$ cat src/rtl/m_pipe_reg.sv
// Execute-to-memory pipeline register chain (DEPTH stages) with stall, bubble injection,
// sticky fault freeze and a saturating count of injected bubbles.
module m_pipe_reg #(
  parameter int              WORD_W       = 64,
  parameter int              REG_W        = 4,
  parameter int              DEPTH        = 1,
  parameter int              CNT_W        = 16,
  parameter logic [REG_W-1:0] BUBBLE_ICODE = 4'h1,
  parameter logic [1:0]      AOK          = 2'b00
) (
  input  logic              clk,
  input  logic              rst,
  input  logic [1:0]        e_stat,
  input  logic [REG_W-1:0]  e_icode,
  input  logic              e_Cnd,
  input  logic [WORD_W-1:0] e_valE,
  input  logic [WORD_W-1:0] e_valA,
  input  logic [WORD_W-1:0] e_valB,
  input  logic [REG_W-1:0]  e_dstE,
  input  logic [REG_W-1:0]  e_dstM,
  input  logic              M_stall,
  input  logic              M_bubble,
  output logic [1:0]        M_stat,
  output logic [REG_W-1:0]  M_icode,
  output logic              M_Cnd,
  output logic [WORD_W-1:0] M_valE,
  output logic [WORD_W-1:0] M_valA,
  output logic [WORD_W-1:0] M_valB,
  output logic [REG_W-1:0]  M_dstE,
  output logic [REG_W-1:0]  M_dstM,
  output logic              M_valid,
  output logic              M_fault,
  output logic [CNT_W-1:0]  M_bubble_cnt
);

  typedef struct packed {
    logic [1:0]        stat;
    logic [REG_W-1:0]  icode;
    logic              cnd;
    logic [WORD_W-1:0] val_e;
    logic [WORD_W-1:0] val_a;
    logic [WORD_W-1:0] val_b;
    logic [REG_W-1:0]  dst_e;
    logic [REG_W-1:0]  dst_m;
    logic              valid;
  } stage_t;

  stage_t           stage_reg [DEPTH];
  stage_t           bubble_entry;
  stage_t           input_entry;
  logic             fault_reg;
  logic [CNT_W-1:0] cnt_reg;
  logic             hold;
  logic             advance;
  logic             inject;

  assign bubble_entry = '{stat: AOK, icode: BUBBLE_ICODE, cnd: 1'b0,
                          val_e: '0, val_a: '0, val_b: '0,
                          dst_e: '1, dst_m: '1, valid: 1'b0};

  assign input_entry = '{stat: e_stat, icode: e_icode, cnd: e_Cnd,
                         val_e: e_valE, val_a: e_valA, val_b: e_valB,
                         dst_e: e_dstE, dst_m: e_dstM, valid: 1'b1};

  // Freeze also on the edge that first sees a bad status, so the faulting entry never leaves.
  assign hold    = fault_reg || (stage_reg[DEPTH-1].stat != AOK);
  assign advance = !hold && !M_stall;
  assign inject  = advance && M_bubble;

  always_ff @(posedge clk or posedge rst) begin
    if (rst) begin
      for (int i = 0; i < DEPTH; i++) stage_reg[i] <= bubble_entry;
    end else if (advance) begin
      stage_reg[0] <= M_bubble ? bubble_entry : input_entry;
      for (int i = 1; i < DEPTH; i++) stage_reg[i] <= stage_reg[i-1];
    end
  end

  always_ff @(posedge clk or posedge rst) begin
    if (rst) begin
      fault_reg <= 1'b0;
    end else if (stage_reg[DEPTH-1].stat != AOK) begin
      fault_reg <= 1'b1;
    end
  end

  always_ff @(posedge clk or posedge rst) begin
    if (rst) begin
      cnt_reg <= '0;
    end else if (inject && (cnt_reg != {CNT_W{1'b1}})) begin
      cnt_reg <= cnt_reg + 1'b1;
    end
  end

  assign M_stat       = stage_reg[DEPTH-1].stat;
  assign M_icode      = stage_reg[DEPTH-1].icode;
  assign M_Cnd        = stage_reg[DEPTH-1].cnd;
  assign M_valE       = stage_reg[DEPTH-1].val_e;
  assign M_valA       = stage_reg[DEPTH-1].val_a;
  assign M_valB       = stage_reg[DEPTH-1].val_b;
  assign M_dstE       = stage_reg[DEPTH-1].dst_e;
  assign M_dstM       = stage_reg[DEPTH-1].dst_m;
  assign M_valid      = stage_reg[DEPTH-1].valid;
  assign M_fault      = fault_reg;
  assign M_bubble_cnt = cnt_reg;

endmodule

$ cat config.mk
export PLATFORM = sky130hd
export DESIGN_NAME = m_pipe_reg
export DESIGN_NICKNAME = d
export VERILOG_FILES = /design/src/rtl/m_pipe_reg.sv
export SDC_FILE = /design/constraint.sdc
export NUM_CORES = 1
export LEC_CHECK = 0
export CAP_MARGIN = 40
export CELL_PAD_IN_SITES_DETAIL_PLACEMENT = 1
export CELL_PAD_IN_SITES_GLOBAL_PLACEMENT = 1
export CORE_MARGIN = 2
export CORE_UTILIZATION = 29
export CTS_CLUSTER_DIAMETER = 120
export DETAILED_ROUTE_END_ITERATION = 6
export PLACE_DENSITY = 0.84
export SLEW_MARGIN = 5
export SYNTH_ARGS = -nofsm -noshare
export SYNTH_HDL_FRONTEND = slang
export SYNTH_SLANG_ARGS = --single-unit
$ cat constraint.sdc
create_clock -name clk -period 10.6 [get_ports clk]
set_input_delay 2.12 -clock clk [delete_from_list [all_inputs] [get_ports clk]]
set_output_delay 2.12 -clock clk [all_outputs]
set_load 0.005 [all_outputs]
==> qor.txt, run 1 <==
Starting density of the core - 29.30%
Worst-path maximum fanout - 65
Wirelength, routed - 33,900 um
Die area - 0.03216 mm^2
Setup TNS - 0 ns
Post-synthesis register bit count - 225
Input/output buffers - 435
Area leader, netlist - dfrtp_1
Final setup fails - 0
Crit end category - flop
DIE WIDTH - 179.3 um
Peak VDD IR - 130.9 uV
Grt ovf - 0
CP Cell Sequence - clkdlybuf4s50_1 > or4_4 > or3_1 > nor4b_1 > xor2_1
Startpoint Class - primary input
Row count - 64
Post-layout worst setup margin - 6.515 ns
Die Y-Extent - 179.3 um
Synth unique cells - 28
Antenna-violating nets left - 0
Core ar. - 0.03043 mm^2
WS Path Type - in -> reg
Max Cap Violations - 0
RSZ-0062 raised after global routing - false
Post-route DRC - 0
Crit path DAT - 4.52 ns
Largest net degree at the start of global routing - 207
Worst slew margin - 32.94%
Hold_buf cts - 0
Final Power - 2.521 mW
Gpl congestion - 0.7662
CTS HTree Levels - 1
Commonest non-fill, non-tap cell in the layout - clkdlybuf4s50_1
Vias/cell - 4.772
Vias - 8,571
Ranking of synthesized cells by area - dfrtp_1, nand2_1, nand3_1
CTS resizes - 0
Sequential area share after synthesis - 63.28%
Synth Cell Area - 0.008916 mm^2
TritonCTS clock tree - built
Cells after Synth - 971
Layout cells sized above 1 - 4.939%
P per Cell Area - 173.0 mW/mm^2
Io pins - 436
Post-DR wirelength/cell - 18.88 um
CP max stage cell - or4_4
Final-report hold violation count - 0
First-pass GRT wire length - 50,940 um
Initial antenna violation count - 3
TritonRoute pass-1 iters - 4
Ys Warns - 0
Setup Skew - 0.01119 ns
Max frequency - 244.8 MHz
Area Overhead vs Synth - 63.43%
Post-synth top area share - 60.62%
Slew @ Worst Pin - 1.006 ns
Critical path buffers and inverters - 1
Mapped Nets - 1,183
Clock buffer depth - 3
GRT Total Usage - 20.24%
Worst path max stage delay - 0.79 ns
Post-Place Worst Slack - 5.968 ns
Final worst path period need - 4.085 ns
Max Slew Vio Count - 0
Iteration-0 DRC count of the detailed router - 349
Clock latency on the worst-skew pair - 0.53 ns
Vias in the first global route - 9,139
Num CTS Buffers - 27
Hold/Removal Path Class - reg -> reg
P_leak - 6.987 nW
Top delay family on crit path - simple AND/OR/NAND/NOR gates
Final worst path period share - 38.53%
Crit path required time - 11.04 ns
Fin nets - 1,589
Clock transition at path regs - 0.06 ns
Most frequent cells in the layout - clkdlybuf4s50_1, nand2_1, dfrtp_1
Final HPWL DP - 22,980 um
Syn avg cell area - 9.182 um^2
Final Util - 47.89%
Setup bufs post-CTS - 0
Sink Count - 225
Status - finished, final reports clean
Root cell of the clock tree - clkbuf_16
==> registers in the layout, summed over array words and instances (netlist names), 2 cells and up <==
signal and flops:
M_valB 64, M_bubble_cnt 16, M_dstM 4, M_valE 64, M_stat 2, M_icode 4
M_dstE 4, M_valA 64
==> cell families (layout without fill, tap and decap cells) <==
kind of cell	after synthesis	count (layout)	share of synthesized area [%]
simple gates	643	643	30.96
flops	225	225	63.28
buf+inv	71	497	3.073
compound gates	16	16	1.038
xor+xnor	13	13	1.277
mux	2	2	0.2386
fa+ha+maj	1	1	0.1403
other cells	0	3	0
==> layout make-up <==
cell class                      count  area [um^2]
Clock buffer                       43        835.8
Tap cell                          396        495.5
Antenna cell                        3        7.507
Multi-Input combinational cell    675         3009
Inverter                            3        23.77
Fill cell                        3415        15860
Sequential cell                   225         5642
Clock inverter                      6        36.28
Timing Repair Buffer              445         4522
==> worst min-delay path, cell delays in order (launching register included) <==
cell and delay, ns:
dfstp_2 0.37, nand2_1 0.05, nand2_1 0.04
==> synthesized netlist by cell type (all sizes together) <==
master,number
a21o,3
a21oi,2
and4,2
buf,5
clkbuf,63
dfrtp,216
dfstp,9
ha,1
inv,3
mux2,1
mux2i,1
nand2,414
nand3,201
nand4,5
nor2,3
nor3,3
nor3b,2
nor4,6
nor4b,3
o21ai,9
o31ai,2
or3,2
or4,2
xor2,13
==> metal layers <==
metal / vias up / wire, um / track usage, %
met5: - / 0 / 0
met4: 0 / 1049 / 6.687
met3: 63 / 3314 / 7.679
met2: 334 / 16960 / 35.86
met1: 4208 / 12570 / 22.27
li1: 3966 / - / -
==> final timing paths <==
check / from / endpoint / slack, ns / cells after the start
worst min register to register: M_dstE[1] / M_dstE[1] / 0.46 / 2
worst max register to register: M_stat[1] / M_bubble_cnt[9] / 8.02 / 4
worst min-delay path: M_dstE[1] / M_dstE[1] / 0.46 / 2
min in group asynchronous: rst / M_valA[61] / 2.15 / 2
worst max-delay path: M_stall / M_bubble_cnt[9] / 6.52 / 5
max in group asynchronous: rst / M_valB[59] / 7.15 / 3
==> report_power, final <==
group	internal [mW]	switching [mW]	leakage, nW	total, mW
Combinational	0.334	0.204	3.62	0.539
Clock	0.537	0.363	0.437	0.901
Sequential	1.00	0.0806	2.93	1.08
Total	1.87	0.648	6.99	2.52
==> metrics by stage <==
step	hold WS [ns]	cell area, um^2	cells
floorplan	0.4438	8916	971
global placement	0.4408	13580	1740
detailed placement	0.4559	13690	1744
CTS	0.4574	14560	1793
global route	0.4819	14570	1794
finish	0.4553	14570	1796
No activity file was read; power rests on OpenSTA's default activity.
==> inputs of run 2 (changes only) <==
- clock period: 10.6 -> 4 ns (I/O delays scaled with it)
==> run 2 against run 1 <==
Net effect: combinational power rose to 2.6 times the previous value; non-clock buffer count did not move; count of clock-buffer cells in the layout fell by 2; wire length fell by 0.38%; clock skew fell by 0.0037 ns; critical path type unchanged.
==> qor.txt, run 2 (synthesis gave the netlist of run 1 again) <==
Status - finished, final reports clean
Post-DR wirelength/cell - 18.82 um (-0.27%)
Startpoint Class - primary input
Gate power share - 20.6% (-0.8 points)
Sequential power share - 41.7% (-1.2 points)
Clock transition at path regs - 0.06 ns (about the same)
Max frequency - 378.7 MHz
CTS resizes - 0 (unchanged)
Initial antenna violation count - 2 (-1)
Row count - 64 (unchanged)
CP max stage cell - buf_4
Root cell of the clock tree - clkbuf_16
Die Y-Extent - 179.3 um (unchanged)
Core ar. - 0.03043 mm^2 (unchanged)
Wirelength, routed - 33,770 um (-0.38%)
Switching part of the total power - 24.98% (-0.74 points)
TritonCTS clock tree - built
Layout Cells excl Fill - 1,794 (-0.11%)
Net switching power - 1.719 mW (+170%)
Max Cap Violations - 0 (unchanged)
Final worst path period need - 2.640 ns
TritonRoute pass-1 iters - 4 (unchanged)
Final worst path period share - 66.01%
Input/output buffers - 435 (unchanged)
Worst slew margin - 30.30% (-2.6 points)
Slew @ Worst Pin - 1.046 ns (+0.03961 ns)
Vias/cell - 4.787 (+0.30%)
Final setup fails - 0 (unchanged)
RSZ-0062 raised after global routing - false
Vias - 8,587 (+0.19%)
Grt ovf - 0 (unchanged)
Hold/Removal Path Class - reg -> reg
Hold_buf cts - 0 (unchanged)
Setup Skew - 0.007529 ns (-0.003664 ns)
Most frequent cells in the layout - clkdlybuf4s50_1, nand2_1, dfrtp_1
Gpl congestion - 0.7810 (+1.9%)
Final HPWL DP - 23,230 um (+1.1%)
P per Cell Area - 469.7 mW/mm^2 (+170%)
Post-route DRC - 0 (unchanged)
Fin nets - 1,589 (unchanged)
Max Slew Vio Count - 0 (unchanged)
Io pins - 436 (unchanged)
Final-report hold violation count - 0 (unchanged)
Starting density of the core - 29.30% (unchanged)
P_leak - 7.015 nW (+0.40%)
Sink Count - 225 (unchanged)
Die area - 0.03216 mm^2 (unchanged)
Setup TNS - 0 ns (unchanged)
Layout cells sized above 1 - 5.086% (+0.15 points)
Crit path required time - 4.45 ns (-6.59 ns)
Final Power - 6.880 mW (+170%)
Antenna-violating nets left - 0 (unchanged)
Cells after DPL - 1,744 (unchanged)
First-pass GRT wire length - 50,900 um (about the same)
GRT Total Usage - 20.15% (-0.086 points)
Worst path max stage delay - 0.60 ns (-0.19 ns)
Largest net degree at the start of global routing - 195 (-5.8%)
Crit path DAT - 3.09 ns (-1.43 ns)
Num CTS Buffers - 27 (unchanged)
Internal power - 5.161 mW (+180%)
Setup bufs post-CTS - 0 (unchanged)
Clock buffer depth - 3 (unchanged)
Vias in the first global route - 9,237 (+1.1%)
Commonest non-fill, non-tap cell in the layout - clkdlybuf4s50_1
DIE WIDTH - 179.3 um (unchanged)
Clock share of power - 37.7% (+2.0 points)
Peak VDD IR - 327.1 uV (+150%)
Worst-path maximum fanout - 58 (-11%)
WS Path Type - in -> reg
CP Cell Sequence - clkdlybuf4s50_1 > or4_4 > buf_4 > buf_4 > nand2_1 > nand2_1
Fillers - 3,430 (+0.44%)
Area Overhead vs Synth - 64.29%
Crit end category - flop
CTS HTree Levels - 1 (unchanged)
Iteration-0 DRC count of the detailed router - 454 (+30%)
Clock latency on the worst-skew pair - 0.52 ns (about the same)
[run 2: power groups by stage]
stage	clock [mW]	combinational (mW)	sequential [mW]
finish	2.59	1.42	2.87
global route	2.78	1.56	2.92
CTS	2.67	1.45	2.88
detailed placement	0	1.44	2.91
global placement	0	1.39	2.89
floorplan	0	0.295	2.91
[run 2: layer usage]
metal  vias up  wire length (um)  track usage (%)
li1       3961                 -                -
met1      4215             12220            21.96
met2       341             16960            35.87
met3        70              3473            7.679
met4         0              1119            6.788
met5         -                 0                0
[run 2: cell type report]
class	instances	area [um^2]	area share, %
timing repair buffer	445	4524	30.89
inverter	3	20.02	0.1367
antenna	2	5.005	0.03417
tap	396	495.5	3.383
sequential	225	5642	38.52
clock inverter	7	113.9	0.7773
clock buffer	41	838.3	5.723
multi-input combinational	675	3009	20.54
[run 2: critical path, delay by kind of cell]
family	cells	cell delay, ns
buffers and inverters	3	1.64
AND/OR/NAND/NOR	3	0.58
[run 2: final timing paths]
check                             end       from  cells past startpoint  slack (ns)
setup / recovery           M_valA[47]    M_stall                      6        1.36
hold / removal              M_dstE[1]  M_dstE[1]                      2        0.45
setup reg to reg           M_valA[47]  M_stat[1]                      5        1.61
hold reg to reg             M_dstE[1]  M_dstE[1]                      2        0.45
max in group asynchronous   M_dstM[0]        rst                      3        2.73
min in group asynchronous  M_valA[17]        rst                      3        0.76
[run 2: through the flow]
stage	setup WS, ns	utilization [%]	instance area [um^2]	hold WS [ns]
CTS	1.347	48.12	14640	0.4577
global placement	0.9047	44.90	13660	0.4424
finish	1.360	48.14	14650	0.4533
floorplan	0.2693	-	8920	0.4438
global route	1.233	48.12	14640	0.4807
detailed placement	0.8154	44.99	13690	0.4502
